**config.mk**
```make
export PLATFORM = sky130hd
export DESIGN_NAME = counter_arbiter
export DESIGN_NICKNAME = d
export VERILOG_FILES = /design/src/rtl/counter_arbiter.sv
export SDC_FILE = /design/constraint.sdc
export NUM_CORES = 1
export LEC_CHECK = 0
export ABC_AREA = 1
export CAP_MARGIN = 5
export CORE_UTILIZATION = 25
export CTS_BUF_LIST = sky130_fd_sc_hd__clkbuf_8 sky130_fd_sc_hd__clkbuf_16
export CTS_CLUSTER_DIAMETER = 30
export DETAILED_ROUTE_END_ITERATION = 10
export SYNTH_ARGS = -nofsm -noshare
export SYNTH_HDL_FRONTEND = slang
export SYNTH_SLANG_ARGS = --single-unit
export TNS_END_PERCENT = 1
```
**constraint.sdc**
```tcl
create_clock -name ctrl -period 4.4 [get_ports ctrl]
set_clock_uncertainty 0.1 [all_clocks]
set_input_delay 0.88 -clock ctrl [delete_from_list [all_inputs] [get_ports ctrl]]
set_output_delay 0.88 -clock ctrl [all_outputs]
set_load 0.01 [all_outputs]
```
**src/rtl/counter_arbiter.sv**
```systemverilog
// Round-robin arbiter with a bounded grant length: one owner at a time, handoff
// on drop, release or slice expiry when someone else is waiting.
package counter_arbiter_pkg;
  typedef struct packed {
    logic clk;
    logic rst;
  } data_control_t;
endpackage

module counter_arbiter
  import counter_arbiter_pkg::*;
#(
  parameter int unsigned N     = 4,
  parameter int unsigned SLICE = 8,
  parameter int unsigned IW    = $clog2(N),
  parameter int unsigned CW    = $clog2(SLICE)
) (
  input  data_control_t ctrl,
  input  logic [N-1:0]  req,
  input  logic [N-1:0]  release_pulse,
  output logic [N-1:0]  grant,
  output logic [IW-1:0] owner,
  output logic          busy,
  output logic [CW-1:0] slice
);

  typedef enum logic {IDLE, HELD} state_t;

  state_t        state_q, state_d;
  logic [N-1:0]  grant_q, grant_d;
  logic [IW-1:0] owner_q, owner_d;
  logic          busy_q, busy_d;
  logic [CW-1:0] slice_q, slice_d;
  logic [IW-1:0] ptr_q, ptr_d;

  logic [IW-1:0] owner_next_c;
  logic [IW-1:0] search_start_c;
  logic [IW-1:0] pick_c;
  logic          found_c;
  logic          others_pend_c;
  logic          slice_last_c;
  logic          end_c;
  int unsigned   idx;

  assign owner_next_c = (owner_q == IW'(N-1)) ? '0 : owner_q + IW'(1);

  // Next-owner search; while HELD it starts past the owner and never picks it.
  always_comb begin
    search_start_c = (state_q == HELD) ? owner_next_c : ptr_q;
    found_c        = 1'b0;
    pick_c         = '0;
    idx            = 0;
    for (int unsigned i = 0; i < N; i++) begin
      idx = 32'(search_start_c) + i;
      if (idx >= N) idx = idx - N;
      if (!found_c && req[IW'(idx)] && !(state_q == HELD && IW'(idx) == owner_q)) begin
        found_c = 1'b1;
        pick_c  = IW'(idx);
      end
    end
  end

  always_comb begin
    state_d = state_q;
    grant_d = grant_q;
    owner_d = owner_q;
    busy_d  = busy_q;
    slice_d = slice_q;
    ptr_d   = ptr_q;

    others_pend_c = |(req & ~grant_q);
    slice_last_c  = (slice_q == CW'(SLICE-1));
    end_c         = !req[owner_q] || release_pulse[owner_q] ||
                    (slice_last_c && others_pend_c);

    case (state_q)
      IDLE: begin
        if (found_c) begin
          state_d = HELD;
          grant_d = N'(1) << pick_c;
          owner_d = pick_c;
          busy_d  = 1'b1;
          slice_d = '0;
        end
      end
      HELD: begin
        if (end_c) begin
          ptr_d   = owner_next_c;
          slice_d = '0;
          if (found_c) begin
            grant_d = N'(1) << pick_c;
            owner_d = pick_c;
          end else begin
            state_d = IDLE;
            grant_d = '0;
            owner_d = '0;
            busy_d  = 1'b0;
          end
        end else begin
          // Sole requester past the last slice cycle simply starts a new slice.
          slice_d = slice_last_c ? '0 : slice_q + CW'(1);
        end
      end
    endcase
  end

  always_ff @(posedge ctrl.clk) begin
    if (ctrl.rst) begin
      state_q <= IDLE;
      grant_q <= '0;
      owner_q <= '0;
      busy_q  <= 1'b0;
      slice_q <= '0;
      ptr_q   <= '0;
    end else begin
      state_q <= state_d;
      grant_q <= grant_d;
      owner_q <= owner_d;
      busy_q  <= busy_d;
      slice_q <= slice_d;
      ptr_q   <= ptr_d;
    end
  end

  assign grant = grant_q;
  assign owner = owner_q;
  assign busy  = busy_q;
  assign slice = slice_q;

endmodule

```
==> results of run 1 <==
critical path: cells and delay by family:
family	cells	cell delay, ns
AOI/OAI and AO/OA	2	0.19
buffers and inverters	4	0.40
kinds of logic (layout without fill, tap and decap cells):
group,after synthesis,after routing,synth area share (%)
flops,13,13,23.48
compound gates,29,29,17.27
buf+inv,27,57,9.819
fa+ha+maj,4,4,4.515
simple gates,101,101,44.92
stage by stage:
step / cells / setup WS (ns) / instance area [µm²]
6_report: 254 / 1.673 / 1503
5_1_grt: 254 / 1.495 / 1503
4_1_cts: 254 / 1.637 / 1503
3_5_place_dp: 239 / 1.485 / 1333
3_3_place_gp: 239 / 1.486 / 1333
2_1_floorplan: 174 / 1.593 / 1109
sequential cells by signal, indices dropped and copies added, names as in the netlist:
name and cells:
ptr_q 2, owner 2, state_q 1, grant 4, busy 1, slice 3
power breakdown:
group	switching [mW]	total, mW	internal (mW)
Combinational	0.566	0.865	0.299
Clock	0.144	0.419	0.275
Sequential	0.0548	0.218	0.164
worst paths after layout:
check | from | to | slack (ns) | cells past startpoint
min | ctrl[0] | grant[2]$_SDFFE_PP0P_ | -0.03 | 3
max reg2reg | owner[0]$_SDFFE_PP0P_ | busy$_SDFFE_PP0P_ | 1.75 | 15
min reg2reg | grant[1]$_SDFFE_PP0P_ | grant[1]$_SDFFE_PP0P_ | 0.38 | 2
max | ctrl[0] | ptr_q[1]$_SDFFE_PP0P_ | 1.67 | 6
final cells by class:
class                      count  area, µm²  share of cell area [%]
multi-input combinational    134      739.5                   49.21
sequential                    13      260.3                   17.32
timing repair buffer          18      180.2                   11.99
clock inverter                 7      40.04                   2.664
tap                           50      62.56                   4.163
inverter                      22      82.58                   5.495
clock buffer                  10      137.6                   9.159
layer usage:
metal / vias up / share of wire, % / global-route usage (%)
li1: 641 / - / -
met1: 535 / 50 / 17.43
met2: 28 / 43 / 19.85
met3: 8 / 5.0 / 8.717
met4: 0 / 2.1 / 15.36
met5: - / 0 / 0
cell usage in the layout (no fill, tap or decap):
cell type / instances
nand4_1: 4
nand3_1: 29
a21oi_1: 13
o21ai_1: 1
o21ai_0: 5
o221ai_1: 2
o21ai_2: 1
o211ai_1: 1
o211ai_4: 1
a21oi_2: 1
clkdlybuf4s50_1: 18
ha_1: 4
nor2_2: 2
nand3_2: 2
bufinv_8: 1
dfxtp_1: 13
nand2_4: 3
nor2_4: 2
a31oi_2: 1
nor4_1: 1
o22ai_1: 2
nand2_1: 43
o31ai_1: 1
nand2_2: 6
clkbuf_8: 10
inv_2: 5
nor2_1: 9
inv_1: 23
==> run metrics, run 1 <==
ys flop type dfxtp_1; Req. time, crit path about 4.5 ns; Slew Viols, Final 0; post-DP HPWL roughly 2200 µm; Hold Worst Slack -0.03363 ns; Post-synth EDFFs 0; Via Count around 1200; Seq/Total Area, Yosys 23.48%; CP endpoint kind register; layout cells sized above 1 17.16%; Leakage around 0.70 nW; initial antenna violation count 0; final WL 2999 µm; CP Class clock port to register; asr flop ratio synth 0%; Via density approximately 4.8; Yosys top cell area share a little under a quarter; failing checks negative hold slack; area grow syn2layout 35.55%; mapped cell area between 0.001 and 0.0015 mm²; grt ovf 0; synth cell count leaders nand2_1, nand3_1, inv_1; initial core utilization 26.94%; largest net degree at the start of global routing 12; total clock sinks 13; TritonCTS clock tree built; fin crit share between 60% and 70%; worst vdd ir 399.0 µV; slowest library cell on the worst path clkbuf_8; IO Port Bufs 18; syn avg cell area 6.371 µm²; Crit Path Max Fanout 2; Clock transition at path regs roughly 0.050 ns; Final min period ~2.7 ns; Max stage delay on crit path about 0.13 ns; Post-CTS Resized 0; Area contributors post-synth dfxtp_1, nand2_1, nand3_1, inv_1, a21oi_1; drt initial violations 66; total power around 1.5 mW; hold_buf cts 0; synthesized flop and latch total 13; die area about 0.0047 mm²; Hold Crit Class clock port to register; IO Pins 20; Final Hold Viols 9; Worst path most repeated cell clkbuf_8; Distinct cells, synth 27; final core occ 36.52%; Ys Warns 0; Die Y about 69 µm; clk_lat worst skew 0.24 ns; drc violations 0; Max Clk Rate between 300 and 400 MHz; final setup fails 0; result of the run complete, but fails checks; largest area contributor in the netlist dfxtp_1; Row Count 23; Fill cells roughly 450; RePlAce Congestion approximately 0.83; Rel. slew slack a little under 70%; pwr/cell area approximately 1000 mW/mm²; first-pass GRT wire length approximately 5000 µm; GR Util All Layers ~16%; Mapped Nets 188; DIE WIDTH approximately 69 µm; crit start category clock port; number of post-CTS setup repair buffers 0; most common cell in the netlist nand2_1; CP Cell Sequence clkbuf_8, clkbuf_8, clkbuf_8, inv_1, o21ai_0, a21oi_1; synthesized instance count 174; Max-cap violations 0; Detailed Routing Iterations Pass 1 4; Arr. time, crit path about 2.8 ns; Worst Max-Slew Pin Slew ~0.47 ns; RSZ-0062 raised after global routing no; fin nets roughly 220; core footprint between 0.004 and 0.005 mm²; WL/cell around 12 µm; setup TNS 0 ns; Inserted Diodes 0; post-route ant nets 0; vias in the first global route ~1200
(Power assumes the default switching activity.)
==> run 2: changes to the inputs <==
==> constraint.sdc (replaced) <==
create_clock -name ctrl -period 2.3 [get_ports ctrl]
set_clock_uncertainty 0.1 [all_clocks]
set_input_delay 0.46 -clock ctrl [delete_from_list [all_inputs] [get_ports ctrl]]
set_output_delay 0.46 -clock ctrl [all_outputs]
set_load 0.01 [all_outputs]
==> run 2 against run 1 <==
Against the previous run:
- the run still ends with negative hold slack left
- clock power up 100%
- power rose to 2.7 times the previous value
- core utilization up 11 points
- non-clock buffer count up 34
- clock-buffer cell count unchanged
- worst hold slack worse by 0.010 ns
- sequential share of layout area down 3.9 points
- critical path depth up 9
- setup slack worse by 1.6 ns
- largest power group unchanged
==> run metrics, run 2 (synthesized netlist as in run 1, its figures left out) <==
crit path buf inv count 2; RSZ-0062 raised after global routing yes; Placed Area 0.001514 mm²; Clock transition at path regs about 0.060 ns; layout cells sized above 1 around 43%; Max Clk Rate 446.4 MHz; Worst R2R Start owner[0]$_SDFFE_PP0P_; total clock sinks 13; clk_lat worst skew between 0.2 and 0.3 ns; post-DP HPWL approximately 2400 µm; worst setup path start owner[0]$_SDFFE_PP0P_; final setup fails 0; number of cells on the critical path 15; Via density 4.878; worst reg2reg path depth 15; Final WS setup around 0.06 ns; Arr. time, crit path 2.28 ns; Hold Crit Class clock port to register; # placed instances roughly 260; fin crit share about 100%; Rel. slew slack between 80% and 90%; vias in the first global route between 1000 and 1500; post-route ant nets 0; Hold Worst Slack -0.04389 ns; hold_buf cts 0; failing checks negative hold slack; slack of the worst reg-to-reg path 0.06 ns; Worst Max-Slew Pin Slew approximately 0.28 ns; setup slack at placement -0.1178 ns; Max stage delay on crit path 0.34 ns; Hold Path End state_q$_SDFF_PP0_; Row Count 23; grt ovf 0; CP endpoint kind register; IO Port Bufs 18; commonest non-fill, non-tap cell in the layout nand2_1; Slew Viols, Final 0; drc violations 0; Final Cell Area approximately 0.0020 mm²; largest delay contributor family on the critical path simple AND/OR/NAND/NOR gates; area of the multi-input gates 920.9 µm²; fin nets 252; Final Hold Viols 9; IO Pins 20; Crit Path Max Fanout 8; initial core utilization ~27%; Inserted Diodes 0; result of the run complete, but fails checks; hold_sp ctrl[0]; Leakage roughly 0.91 nW; drt initial violations between 70 and 80; pwr/cell area 2025 mW/mm²; WL/cell around 13 µm; slowest library cell on the worst path dfxtp_2; crit start category register; Max-cap violations 0; DIE WIDTH between 60 and 70 µm; first-pass GRT wire length roughly 5400 µm; area occupied by registers around 260 µm²; Req. time, crit path 2.34 ns; Largest register FFs 4; worst vdd ir between 800 and 900 µV; final WL approximately 3700 µm; CP Cell Sequence ha_4, nor2_4, nand2_4, nand2_8, nand2_1, nand3_2, nand2_2, nand2_2, o211ai_4, nor2_4, ha_4, inv_4, nor2_4, o221ai_2, inv_1; core footprint roughly 0.0041 mm²; final std cells w/o fill 288; Detailed Routing Iterations Pass 1 4; Final min period about 2.2 ns; reg2reg end busy$_SDFFE_PP0P_; Worst path most repeated cell nor2_4; GR Util All Layers between 15 and 20%; hold path depth 3; Die Y between 60 and 70 µm; area grow syn2layout 77.54%; commonest cells after routing, fill and taps aside nand2_1, buf_4, inv_1, nand3_1, clkdlybuf4s50_1; die area ~0.0047 mm²; RePlAce Congestion between 0.8 and 0.9; total power 3.985 mW; largest net degree at the start of global routing 12; CP Class register to register; Via Count roughly 1400; Fill cells 415; initial antenna violation count 0; TritonCTS clock tree built
run 2: how the worst max path moves through the flow:
| stage | end |
|---|---|
| finish | busy$_SDFFE_PP0P_ |
| global route | grant[0]$_SDFFE_PP0P_ |
| CTS | busy$_SDFFE_PP0P_ |
| detailed placement | busy$_SDFFE_PP0P_ |
| global placement | grant[0]$_SDFFE_PP0P_ |
| floorplan | busy$_SDFFE_PP0P_ |
run 2: final cells by class:
cell class | count | area share [%]
inverter | 22 | 4.323
clock buffer | 10 | 6.993
sequential | 13 | 13.41
clock inverter | 7 | 2.034
timing repair buffer | 52 | 23.27
multi-input combinational | 134 | 46.79
tap | 50 | 3.179
run 2: worst register-to-register path: stages (launching register included):
cell and delay (ns):
dfxtp_2 0.34, ha_4 0.18, nor2_4 0.14, nand2_4 0.12, nand2_8 0.12, nand2_1 0.08, nand3_2 0.09, nand2_2 0.07
nand2_2 0.10, o211ai_4 0.10, nor2_4 0.16, ha_4 0.22, inv_4 0.07, nor2_4 0.03, o221ai_2 0.17, inv_1 0.05
run 2: what timing repair did:
item                       in CTS  in global routing
gates cloned                    0                  0
setup endpoints to repair       9                 16
setup buffers                   1                  9
resized for setup               3                 47
pin swaps                       0                 25
run 2: metal layers:
layer  part of all wire, %  GRT usage [%]
met1                    44          18.09
met2                    48          23.41
met3                   4.4          7.401
met4                   3.4          15.63
met5                     0              0
run 2: report_power, final:
| part | internal, mW | leakage (nW) | switching, mW | total, mW |
|---|---|---|---|---|
| Clock | 0.546 | 0.145 | 0.293 | 0.839 |
| Sequential | 0.318 | 0.108 | 0.0808 | 0.399 |
| Combinational | 1.22 | 0.655 | 1.52 | 2.75 |
| Total | 2.09 | 0.907 | 1.90 | 3.99 |
run 2: stage by stage:
step | setup TNS (ns) | utilization, %
3_5_place_dp | -0.6388 | 36.79
3_3_place_gp | -0.6972 | 36.79
5_1_grt | -0.2191 | 47.83
4_1_cts | 0 | 41.35
6_report | 0 | 47.83
2_1_floorplan | 0 | -
==> run 3: changes to the inputs <==
--- a/config.mk
+++ b/config.mk
@@ -6,7 +6,7 @@
 export NUM_CORES = 1
 export LEC_CHECK = 0
 export ABC_AREA = 1
-export CAP_MARGIN = 5
+export CAP_MARGIN = 20
 export CORE_UTILIZATION = 25
 export CTS_BUF_LIST = sky130_fd_sc_hd__clkbuf_8 sky130_fd_sc_hd__clkbuf_16
 export CTS_CLUSTER_DIAMETER = 30
==> results of run 3 <==
Same layout as run 2: the final DEF is identical, and so are final timing and power.
